### config.mk
export PLATFORM = sky130hd
export DESIGN_NAME = raw_hazard_detect_flat
export DESIGN_NICKNAME = d
export VERILOG_FILES = /design/src/rtl/raw_hazard_detect_if.sv /design/src/rtl/raw_hazard_detect.sv /design/src/flat_wrapper.sv
export SDC_FILE = /design/constraint.sdc
export NUM_CORES = 1
export LEC_CHECK = 0
export CORE_MARGIN = 3
export CORE_UTILIZATION = 44
export DETAILED_ROUTE_END_ITERATION = 8
export PLACE_DENSITY = 0.83
export SETUP_SLACK_MARGIN = 0.5
export SYNTH_ARGS = -nofsm -noshare
export SYNTH_HDL_FRONTEND = slang
export SYNTH_SLANG_ARGS = --single-unit
### constraint.sdc
create_clock -name clk -period 3.6 [get_ports clk]
set_clock_uncertainty 0.15 [all_clocks]
set_input_delay 0.36 -clock clk [delete_from_list [all_inputs] [get_ports clk]]
set_output_delay 0.36 -clock clk [all_outputs]
set_load 0.005 [all_outputs]
### src/rtl/raw_hazard_detect_if.sv
// ============================================================================
// Module      : raw_hazard_detect_if
// Description : Decode-side bus for the RAW hazard detector. It carries the
//               decode instruction's register usage and returns the stall
//               request, the EX/MEM/WB writer slots and the stall counter.
// Revision    : 1.0 - initial release
// ============================================================================
`default_nettype none

interface raw_hazard_detect_if #(
  parameter int CNT_W = 8
);
  // Decode instruction description
  logic             idValid;
  logic             idRsUse;
  logic [2:0]       idRs;
  logic             idRtUse;
  logic [2:0]       idRt;
  logic             idWrEn;
  logic [2:0]       idRd;
  logic             idIsLoad;
  logic             flush;

  // Hazard result and in-flight writer slots
  logic             stall;
  logic             exValid;
  logic [2:0]       exRd;
  logic             memValid;
  logic [2:0]       memRd;
  logic             wbValid;
  logic [2:0]       wbRd;
  logic [CNT_W-1:0] stallCnt;

  // Decode stage side: describes the instruction, consumes the stall
  modport master (
    output idValid, idRsUse, idRs, idRtUse, idRt, idWrEn, idRd, idIsLoad, flush,
    input  stall, exValid, exRd, memValid, memRd, wbValid, wbRd, stallCnt
  );

  // Hazard detector side
  modport slave (
    input  idValid, idRsUse, idRs, idRtUse, idRt, idWrEn, idRd, idIsLoad, flush,
    output stall, exValid, exRd, memValid, memRd, wbValid, wbRd, stallCnt
  );
endinterface

`default_nettype wire

### src/rtl/raw_hazard_detect.sv
// ============================================================================
// Module      : raw_hazard_detect
// Description : Read-after-write hazard detector beside decode. Tracks the
//               destination register of every writer in EX, MEM and WB,
//               compares against the decode sources, raises a combinational
//               decode stall and turns the stalled slot into an EX bubble.
// Revision    : 1.0 - initial release
// ============================================================================
`default_nettype none

module raw_hazard_detect #(
  parameter int FORWARD_EN = 0,
  parameter int CNT_W      = 8
) (
  input  logic               clk,
  input  logic               rst,   // synchronous, active-low
  raw_hazard_detect_if.slave bus
);

  localparam logic [CNT_W-1:0] CNT_MAX = {CNT_W{1'b1}};
  localparam logic [CNT_W-1:0] CNT_ONE = {{(CNT_W-1){1'b0}}, 1'b1};

  // Writer slots. Only EX needs the load flag: with forwarding, a load is the
  // sole producer whose result is not ready for the next instruction, and it
  // is only ever checked while it sits in EX.
  logic             ex_v;
  logic [2:0]       ex_rd;
  logic             ex_ld;
  logic             mem_v;
  logic [2:0]       mem_rd;
  logic             wb_v;
  logic [2:0]       wb_rd;
  logic [CNT_W-1:0] cnt;

  logic match_ex;
  logic match_mem;
  logic hazard;
  logic stall;

  // Source/destination comparison against the EX and MEM writers
  always_comb begin
    match_ex  = ex_v  & ((bus.idRsUse & (bus.idRs == ex_rd))  |
                         (bus.idRtUse & (bus.idRt == ex_rd)));
    match_mem = mem_v & ((bus.idRsUse & (bus.idRs == mem_rd)) |
                         (bus.idRtUse & (bus.idRt == mem_rd)));
  end

  // WB never stalls: the register file bypasses its write to a same-cycle read
  generate
    if (FORWARD_EN != 0) begin : g_fwd
      assign hazard = match_ex & ex_ld;
    end else begin : g_nofwd
      assign hazard = match_ex | match_mem;
    end
  endgenerate

  // A flushed or empty decode slot can never stall
  assign stall = bus.idValid & ~bus.flush & hazard;

  // Slot pipeline and saturating stall counter; the back end never stalls
  always_ff @(posedge clk) begin
    if (!rst) begin
      ex_v   <= 1'b0;
      ex_rd  <= 3'd0;
      ex_ld  <= 1'b0;
      mem_v  <= 1'b0;
      mem_rd <= 3'd0;
      wb_v   <= 1'b0;
      wb_rd  <= 3'd0;
      cnt    <= '0;
    end else begin
      // rd/ld follow decode even on a bubble; only the valid bit is gated
      ex_v   <= bus.idValid & bus.idWrEn & ~stall & ~bus.flush;
      ex_rd  <= bus.idRd;
      ex_ld  <= bus.idIsLoad;
      mem_v  <= ex_v;
      mem_rd <= ex_rd;
      wb_v   <= mem_v;
      wb_rd  <= mem_rd;
      if (stall && (cnt != CNT_MAX)) begin
        cnt <= cnt + CNT_ONE;
      end
    end
  end

  assign bus.stall    = stall;
  assign bus.exValid  = ex_v;
  assign bus.exRd     = ex_rd;
  assign bus.memValid = mem_v;
  assign bus.memRd    = mem_rd;
  assign bus.wbValid  = wb_v;
  assign bus.wbRd     = wb_rd;
  assign bus.stallCnt = cnt;

endmodule

`default_nettype wire

### src/flat_wrapper.sv
// flat-port wrapper written by rule: the top's interface ports become plain ports
module raw_hazard_detect_flat 
#(
  parameter int FORWARD_EN = 0,
  parameter int CNT_W      = 8
)
  (clk, rst, bus_idValid, bus_idRsUse, bus_idRs, bus_idRtUse, bus_idRt, bus_idWrEn, bus_idRd, bus_idIsLoad, bus_flush, bus_stall, bus_exValid, bus_exRd, bus_memValid, bus_memRd, bus_wbValid, bus_wbRd, bus_stallCnt);
  raw_hazard_detect_if #(.CNT_W(CNT_W)) bus_i ();
  input  logic clk;
  input  logic rst;
  input wire logic [$bits(bus_i.idValid)-1:0] bus_idValid;
  input wire logic [$bits(bus_i.idRsUse)-1:0] bus_idRsUse;
  input wire logic [$bits(bus_i.idRs)-1:0] bus_idRs;
  input wire logic [$bits(bus_i.idRtUse)-1:0] bus_idRtUse;
  input wire logic [$bits(bus_i.idRt)-1:0] bus_idRt;
  input wire logic [$bits(bus_i.idWrEn)-1:0] bus_idWrEn;
  input wire logic [$bits(bus_i.idRd)-1:0] bus_idRd;
  input wire logic [$bits(bus_i.idIsLoad)-1:0] bus_idIsLoad;
  input wire logic [$bits(bus_i.flush)-1:0] bus_flush;
  output wire logic [$bits(bus_i.stall)-1:0] bus_stall;
  output wire logic [$bits(bus_i.exValid)-1:0] bus_exValid;
  output wire logic [$bits(bus_i.exRd)-1:0] bus_exRd;
  output wire logic [$bits(bus_i.memValid)-1:0] bus_memValid;
  output wire logic [$bits(bus_i.memRd)-1:0] bus_memRd;
  output wire logic [$bits(bus_i.wbValid)-1:0] bus_wbValid;
  output wire logic [$bits(bus_i.wbRd)-1:0] bus_wbRd;
  output wire logic [$bits(bus_i.stallCnt)-1:0] bus_stallCnt;
  assign bus_i.idValid = bus_idValid;
  assign bus_i.idRsUse = bus_idRsUse;
  assign bus_i.idRs = bus_idRs;
  assign bus_i.idRtUse = bus_idRtUse;
  assign bus_i.idRt = bus_idRt;
  assign bus_i.idWrEn = bus_idWrEn;
  assign bus_i.idRd = bus_idRd;
  assign bus_i.idIsLoad = bus_idIsLoad;
  assign bus_i.flush = bus_flush;
  assign bus_stall = bus_i.stall;
  assign bus_exValid = bus_i.exValid;
  assign bus_exRd = bus_i.exRd;
  assign bus_memValid = bus_i.memValid;
  assign bus_memRd = bus_i.memRd;
  assign bus_wbValid = bus_i.wbValid;
  assign bus_wbRd = bus_i.wbRd;
  assign bus_stallCnt = bus_i.stallCnt;
  raw_hazard_detect #(.FORWARD_EN(FORWARD_EN), .CNT_W(CNT_W)) u_core (.clk(clk), .rst(rst), .bus(bus_i));
endmodule
**After elaboration in Yosys (flattened, before gate mapping)**

Cells that the tools add are included.

- Add/subtract/negate cells: 1
- Eq/ne operators: 5
- Bitwise operators: 16
- Reductions and logical operators: 1

Operators with widths:

| operator | number |
|---|---|
| $eq 3x3->1 | 4 |
| $and 1x1->1 | 11 |
| $add 8x1->8 const B | 1 |
| $ne 8x8->1 const B | 1 |
| $or 1x1->1 | 3 |
| $not 1->1 | 2 |
| $logic_and 1x1->1 | 1 |

- Register bits: 20
- Input bits: 17
- Output and inout port bits: 21

**Longest topological paths before layout**

Gate-level depths: netlist (run 1).

- Depth in word-level cells: 9
- Gate-level depth with buffers: 8
- Gate-level depth less buffers: 7

**Worst setup path before layout (run 1)**

OpenSTA, ideal clock, no wires.

- Kind: register to register
- From: register u_core.mem_rd[1], in the netlist u_core.bus.memRd[1]
- To: register u_core.cnt[5], in the netlist u_core.bus.stallCnt[5]
- Library setup time: 0.070 ns
- Arrival time: 1.520 ns
- Data required time: 3.380 ns
- Setup slack: 1.860 ns
- Cell stages (with the launch flop): 7
- Buffers on the path: 0
- Clock period less this slack: 1.740 ns
- Cells stage by stage: dfxtp_1 > xnor2_1 > nand4_1 > a21boi_2 > o21ai_2 > or4_1 > a21oi_1

- Cells in the longest elaborated chain, start to end: 7
- Elaborated cells between the ends (all ways): 9

Ends and longest elaborated chain:

| what | RTL line | text |
|---|---|---|
| start: declaration | raw_hazard_detect.sv:30 | `logic [2:0] mem_rd;` |
| start signal: assignment | raw_hazard_detect.sv:77 | `mem_rd <= ex_rd;` |
| $eq 3x3->1 (on tied branches) | raw_hazard_detect.sv:44, raw_hazard_detect.sv:45 |  |
| $and 1x1->1 (on tied branches) | raw_hazard_detect.sv:44, raw_hazard_detect.sv:45 |  |
| $or 1x1->1 (*) | raw_hazard_detect.sv:44 | `match_mem = mem_v & ((bus.idRsUse & (bus.idRs == mem_rd)) \|` |
| $and 1x1->1 (*) | raw_hazard_detect.sv:44 |  |
| $or 1x1->1 (*) | raw_hazard_detect.sv:53 | `assign hazard = match_ex \| match_mem;` |
| $and 1x1->1 (*) | raw_hazard_detect.sv:58 | `assign stall = bus.idValid & ~bus.flush & hazard;` |
| $logic_and 1x1->1 (*) | raw_hazard_detect.sv:80 | `if (stall && (cnt != CNT_MAX)) begin` |
| end signal: assignment | raw_hazard_detect.sv:81 | `cnt <= cnt + CNT_ONE;` |
| end: declaration | raw_hazard_detect.sv:33 | `logic [CNT_W-1:0] cnt;` |

Mark *: on every way between the ends. The rest lies on a longest branch, timed or not.
A chain may end at the register's enable or synchronous reset.

**Final worst setup path (run 1)**

- From: input bus_idRt[0]
- To: output bus_stall

- Cells in the longest elaborated chain, start to end: 6
- Elaborated cells between the ends (all ways): 10

Ends and longest elaborated chain:

| what | RTL line | text |
|---|---|---|
| start: declaration | flat_wrapper.sv:15 | `input wire logic [$bits(bus_i.idRt)-1:0] bus_idRt;` |
| $eq 3x3->1 (on tied branches) | raw_hazard_detect.sv:43, raw_hazard_detect.sv:45 |  |
| $and 1x1->1 (on tied branches) | raw_hazard_detect.sv:43, raw_hazard_detect.sv:45 |  |
| $or 1x1->1 (on tied branches) | raw_hazard_detect.sv:42, raw_hazard_detect.sv:44 |  |
| $and 1x1->1 (on tied branches) | raw_hazard_detect.sv:42, raw_hazard_detect.sv:44 |  |
| $or 1x1->1 (*) | raw_hazard_detect.sv:53 |  |
| $and 1x1->1 (*) | raw_hazard_detect.sv:58 |  |
| end: declaration | flat_wrapper.sv:20 | `output wire logic [$bits(bus_i.stall)-1:0] bus_stall;` |

Marked as above.

==> results by group, run 1 <==
Run status
  • Outcome: complete, no violations

Place
  • # port buffers: 36
  • RD Place Congestion: 0.774
  • Detail Placement HPWL: 1630 um
  • Placed Cells incl. Taps: 150

Global route
  • Largest net degree at the start of global routing: 17
  • Global-route wire length before repair: 3440 um
  • Vias in the first global route: 786
  • GRT Total Usage: 0.179
  • Grt total ovfl: 0
  • Initial antenna violation count: 0

Timing
  • Fmax: 361 MHz
  • Final setup vio count: 0
  • Setup TNS: 0 ns
  • RSZ-0062 raised after global routing: false
  • Period utilisation layout: 0.770
  • Slew headroom: 0.553
  • Fin crit period: 2.77 ns
  • Slew Viols, Final: 0
  • Worst-Margin Slew: 0.668 ns
  • Final hold violations: 0

Min path
  • Min-Delay Path Class: register to register
  • Hold Crit Start: u_core.bus.memValid

Setup path
  • Critical Path RT: 3.09 ns
  • Setup crit end kind: output pin
  • CP peak stage delay: 0.48 ns
  • Delay-heaviest family, CP: buffers and inverters
  • Arrival time at the worst endpoint: 2.26 ns
  • Crit Path Max Fanout: 16
  • Buffers plus inverters on the worst setup path: 3
  • Setup CP Type: input pin to output pin
  • Most frequent CP cell: clkdlybuf4s50_1
  • Critical path's slowest cell: o21ai_2
  • Critical path startpoint: bus_idRt[0]
  • Worst setup SP type: input pin
  • Critical Path, Cell by Cell: clkdlybuf4s50_1, xnor2_1, nand4_1, a21boi_2, o21ai_2, inv_1, clkdlybuf4s50_1
  • Reg-to-Reg Start: u_core.bus.memRd[1]

Power and ir drop
  • Internal power: 0.321 mW
  • Flop pwr share: 0.563
  • Clock group share of total power: 0.314
  • Logic pwr share: 0.123
  • Net switching power: 0.0890 mW
  • Switch share: 0.217
  • P per Cell Area: 316 nW/um2
  • VDD IR max: 0.347 mV
  • Pleak: 0.433 nW

Die
  • Die height: 50.8 um
  • Initial Util: 0.490
  • Core ar.: 1800 um2
  • I/O pin cnt: 38
  • Chip Width: 50.8 um
  • Core Rows: 15
  • Die area: 2580 um2

Synthesis
  • Unique cell type count in the Yosys netlist: 28
  • Top_reg_cell synth: dfxtp_1
  • YS warnings: 0
  • Post-Syn Area: 882 um2
  • Number of synthesized flops with an enable pin: 0
  • Cells after Synth: 92
  • Ys async rst share: 0
  • Synthesized flop and latch total: 20
  • Synthesized area per cell: 9.59 um2
  • Post-Syn Nets: 110
  • Post-synthesis sequential area ratio: 0.454

Drt
  • Total vias in the final route: 828
  • WL per Instance: 14.1 um
  • DRT iter0 DRCs: 8
  • Vias per cell: 5.38
  • Total wire length: 2170 um
  • Post-route DRC violation count: 0
  • Drt pass-1 iters: 4
  • Post-DRT Antenna Nets: 0

Clock network
  • CTS tree: done
  • H-Tree Level Count: 1
  • Hold-fix buffers, CTS: 0
  • CTS buffer count: 3
  • Clock latency on the worst-skew pair: 0.30 ns
  • Post-CTS sizing: 0
  • Clk pin slew, worst setup/hold paths: 0.11 ns
  • Clock buffer depth: 2
  • Root buf cell: clkbuf_4
  • Sinks on the clock net: 20
  • # Post-CTS Setup Buffers: 0

Final layout
  • Finished Layout Cells: 154
  • Most frequent cells in the layout: clkdlybuf4s50_1, dfxtp_1, xnor2_1, and2_1, a21oi_1
  • N_diodes: 0
  • Nets@finish: 148
  • Area growth syn-to-layout: 47.1%
  • Most common cell after layout, fill and taps aside: clkdlybuf4s50_1
  • Layout cells sized above 1: 0.0620

Run
  • Max Cap Viol: 0
[cell type report]
type,count,area [um2]
clock buffers,4,36.3
multi-input cells,66,458
fillers,144,504
well taps,25,31.3
flip-flops and latches,20,400
repair buffers,36,360
inverters,3,11.3
[worst reg2reg max path: stages, from the launching register on]
cell	delay [ns]
dfxtp_1	0.43
xnor2_1	0.17
nand4_1	0.16
a21boi_2	0.22
o21ai_2	0.21
or4_1	0.55
a21oi_1	0.15
[per-layer routing]
metal	GRT usage	share of wire	wire (um)
met1	0.196	0.39	851
met4	0.0762	0.012	27
met5	0	0	0
met3	0.0623	0.049	106
met2	0.311	0.55	1190
[cells by family after synthesis]
logic type / synth area share
AND/OR/NAND/NOR: 0.231
adder cells (fa/ha/maj): 0.0142
buffers and inverters: 0.0269
flip-flops: 0.454
XOR/XNOR: 0.119
AO/OA/AOI/OAI: 0.155
[stage by stage]
step / util / power (mW) / worst slack (ns) / cell area [um2] / hold WS (ns)
CTS: 0.720 / 0.411 / 0.831 / 1300 / 0.354
finish: 0.720 / 0.410 / 0.827 / 1300 / 0.352
global route: 0.720 / 0.425 / 0.706 / 1300 / 0.374
global placement: 0.700 / 0.284 / 0.918 / 1260 / 0.325
detailed placement: 0.700 / 0.286 / 0.851 / 1260 / 0.330
floorplan: - / 0.254 / 1.86 / 882 / 0.320
[state kept, by name, indices dropped and copies added, names as in the netlist]
| name | count |
|---|---|
| u_core.bus.exValid | 1 |
| u_core.bus.memRd | 3 |
| u_core.bus.stallCnt | 8 |
| u_core.bus.exRd | 3 |
| u_core.bus.wbValid | 1 |
| u_core.bus.wbRd | 3 |
| u_core.bus.memValid | 1 |
[power groups by stage]
stage	combinational (mW)	clock, mW	sequential [mW]
floorplan	0.0181	0	0.236
global placement	0.0482	0	0.236
detailed placement	0.0502	0	0.236
CTS	0.0507	0.129	0.231
global route	0.0542	0.139	0.232
finish	0.0502	0.129	0.231
[Yosys cell counts (2+ instances only)]
master / number / area share
nand4_1: 4 / 0.028
a21oi_1: 6 / 0.034
and2_1: 11 / 0.078
inv_1: 3 / 0.013
o31ai_1: 4 / 0.034
dfxtp_1: 20 / 0.45
xnor2_1: 12 / 0.12
nand2_1: 2 / 0.0085
clkbuf_1: 2 / 0.0085
a21boi_2: 2 / 0.026
o21ai_0: 2 / 0.011
nand3_1: 5 / 0.028
or4_1: 4 / 0.034
[path summary, 6_finish.rpt]
kind         slack (ns)  cells past startpoint                      to
min reg2reg        0.35                      1      u_core.bus.wbValid
max reg2reg        1.51                      6  u_core.bus.stallCnt[3]
max                0.83                      7               bus_stall
min                0.35                      1      u_core.bus.wbValid
Power figures use the tool's default switching activity.
==> run 2, diff against run 1 <==
--- a/config.mk
+++ b/config.mk
@@ -6,9 +6,9 @@
 export NUM_CORES = 1
 export LEC_CHECK = 0
 export CORE_MARGIN = 3
-export CORE_UTILIZATION = 44
+export CORE_UTILIZATION = 37
 export DETAILED_ROUTE_END_ITERATION = 8
-export PLACE_DENSITY = 0.83
+export PLACE_DENSITY = 0.74
 export SETUP_SLACK_MARGIN = 0.5
 export SYNTH_ARGS = -nofsm -noshare
 export SYNTH_HDL_FRONTEND = slang
==> constraint.sdc (replaced) <==
create_clock -name clk -period 2.45 [get_ports clk]
set_clock_uncertainty 0.15 [all_clocks]
set_input_delay 0.245 -clock clk [delete_from_list [all_inputs] [get_ports clk]]
set_output_delay 0.245 -clock clk [all_outputs]
set_load 0.005 [all_outputs]
==> run 2 against run 1 <==
Sequential share of layout area fell by 2.0 points. Via count grew 1.4%. Highest routed layer unchanged. Worst setup slack lost 0.39 ns.
==> results by group, run 2 (synthesis results as in run 1) <==
Run status
  • Outcome: complete, no violations

Clock network
  • CTS buffer count: 3 (unchanged)
  • Hold-fix buffers, CTS: 0 (unchanged)
  • Clock buffer depth: 2 (unchanged)
  • CTS tree: done
  • Root buf cell: clkbuf_4
  • Sinks on the clock net: 20 (unchanged)
  • H-Tree Level Count: 1 (unchanged)
  • Clock latency on the worst-skew pair: 0.31 ns (about the same)
  • Clk pin slew, worst setup/hold paths: 0.11 ns (about the same)

Power and ir drop
  • Pleak: 0.508 nW (+17%)
  • VDD IR max: 0.297 mV (-15%)
  • P per Cell Area: 428 nW/um2 (+35%)
  • Total Power: 0.615 mW (+50%)

Min path
  • Hold Path Depth: 2 (+1)
  • Min-Delay Path Class: input pin to register
  • Hold Path Sink: u_core.bus.exRd[2]
  • Hold Crit Start: bus_idRd[2]

Setup path
  • Reg-to-Reg Start: u_core.bus.exRd[2]
  • Arrival time at the worst endpoint: 2.11 ns (-0.15 ns)
  • R2r endpoint: u_core.bus.stallCnt[2]
  • Setup crit end kind: register
  • Critical path's slowest cell: or4_4
  • Cells on worst reg2reg path: 7 (+1)
  • Flop-to-flop setup slack: 0.44 ns (-1.07 ns)
  • CP peak stage delay: 0.48 ns (about the same)
  • Critical Path, Cell by Cell: xnor2_2, nand4_1, a21boi_2, o21ai_4, buf_6, or4_4, a21oi_2
  • Crit Path Max Fanout: 8 (-8)
  • Setup CP Type: register to register
  • Critical path startpoint: u_core.bus.exRd[2]
  • Critical Path RT: 2.54 ns (-0.55 ns)
  • Worst setup SP type: register

Drt
  • Post-DRT Antenna Nets: 0 (unchanged)
  • WL per Instance: 15.3 um (+8.5%)
  • DRT iter0 DRCs: 16 (+8)
  • Total wire length: 2510 um (+16%)
  • Vias per cell: 5.12 (-4.7%)
  • Post-route DRC violation count: 0 (unchanged)
  • Drt pass-1 iters: 4 (unchanged)
  • Total vias in the final route: 840 (+1.4%)

Global route
  • Global-route wire length before repair: 3750 um (+8.8%)
  • Grt total ovfl: 0 (unchanged)
  • Initial antenna violation count: 0 (unchanged)
  • Vias in the first global route: 803 (+2.2%)
  • Largest net degree at the start of global routing: 16 (-1)
  • GRT Total Usage: 0.179 (about the same)

Final layout
  • Layout cells sized above 1: 0.257 (+0.195)
  • Nets@finish: 155 (+4.7%)
  • Post-route cell area: 1440 um2 (+11%)
  • Multi-input gate area: 529 um2 (+16%)
  • N_diodes: 0 (unchanged)
  • Largest register FFs: 8 (unchanged)
  • Area growth syn-to-layout: 63.0%
  • Most frequent cells in the layout: clkdlybuf4s50_1, dfxtp_1, and2_1, xnor2_1
  • Most common cell after layout, fill and taps aside: clkdlybuf4s50_1
  • Number of fill cells in the layout: 186 (+29%)
  • Final Util: 0.644 (-0.0764)
  • FF/Latch Area: 415 um2 (+3.7%)

Timing
  • Setup TNS: 0 ns (unchanged)
  • Worst-Margin Slew: 0.481 ns (-0.187 ns)
  • Period utilisation layout: 0.822
  • Slew Viols, Final: 0 (unchanged)
  • Fin Hold WS: 0.339 ns (-0.0129 ns)
  • RSZ-0062 raised after global routing: true
  • Slew headroom: 0.679 (+0.126)
  • Final setup vio count: 0 (unchanged)
  • Fmax: 496 MHz
  • Final hold violations: 0 (unchanged)
  • Fin crit period: 2.01 ns

Die
  • Die area: 3010 um2 (+17%)
  • Die height: 54.8 um (+8.0%)
  • Initial Util: 0.395 (-0.0946)
  • Core Rows: 17 (+2)
  • Chip Width: 54.8 um (+8.0%)
  • Core ar.: 2230 um2 (+24%)
  • I/O pin cnt: 38 (unchanged)

Run
  • Max Cap Viol: 0 (unchanged)

Place
  • Placed cell areas: 1270 um2 (+0.89%)
  • RD Place Congestion: 0.778 (+0.49%)
  • # port buffers: 36 (unchanged)
  • Detail Placement HPWL: 1600 um (-1.9%)
==> run 2: cell types whose count changed in the layout (fill, tap and decap cells not counted), moves of 3 or more <==
cell,delta
xnor2_2,+5
dfxtp_4,+3
dfxtp_2,+3
a21oi_2,+3
a21oi_1,-3
xnor2_1,-5
clkdlybuf4s50_1,-7
buf_4,+6
dfxtp_1,-6
dlygate4sd2_1,+6
==> run 2: how the worst max path moves through the flow <==
stage                                   endpoint  slack [ns]  cells after the start
after floorplan           u_core.bus.stallCnt[5]        0.71                      6
after global placement                 bus_stall        0.05                      7
after detailed placement               bus_stall        0.02                      7
after CTS                 u_core.bus.stallCnt[2]        0.50                      7
after global routing      u_core.bus.stallCnt[2]        0.35                      7
final                     u_core.bus.stallCnt[2]        0.44                      7
==> run 2: timing repair <==
item	in CTS	in global routing
endpoints found under the setup margin	6	9
buffers inserted	6	0
gates resized for setup	25	12
hold endpoints to repair	0	0
pin swaps	15	12
==> run 2: final cells by class <==
| class | instances | share of cell area |
|---|---|---|
| clock buffers | 4 | 0.0252 |
| well taps | 28 | 0.0244 |
| repair buffers | 43 | 0.285 |
| flip-flops and latches | 20 | 0.289 |
| multi-input cells | 66 | 0.368 |
| inverters | 3 | 0.00783 |
==> run 2: metal layers <==
metal / global-route usage / part of all wire / up-vias
li1: - / - / 420
met1: 0.221 / 0.41 / 395
met2: 0.295 / 0.53 / 20
met3: 0.0572 / 0.046 / 5
met4: 0.0498 / 0.010 / 0
met5: 0 / 0 / -
==> run 2: power by group <==
part | total, mW | internal (mW) | leakage (nW) | switching, mW
Clock | 0.194 | 0.0908 | 0.0210 | 0.103
Sequential | 0.339 | 0.331 | 0.166 | 0.00840
Combinational | 0.0821 | 0.0533 | 0.321 | 0.0288
Total | 0.615 | 0.475 | 0.508 | 0.140
==> run 2: worst max-delay path: cells and delay by family, from the launching register on <==
kind,cells,cell delay (ns)
compound gates,3,0.47
xor+xnor,1,0.16
buf+inv,1,0.15
flops,1,0.39
simple gates,2,0.62
==> run 2: through the flow <==
step	worst slack [ns]	cells
finish	0.436	164
global route	0.353	164
CTS	0.504	164
detailed placement	0.0236	154
global placement	0.0465	154
floorplan	0.710	92
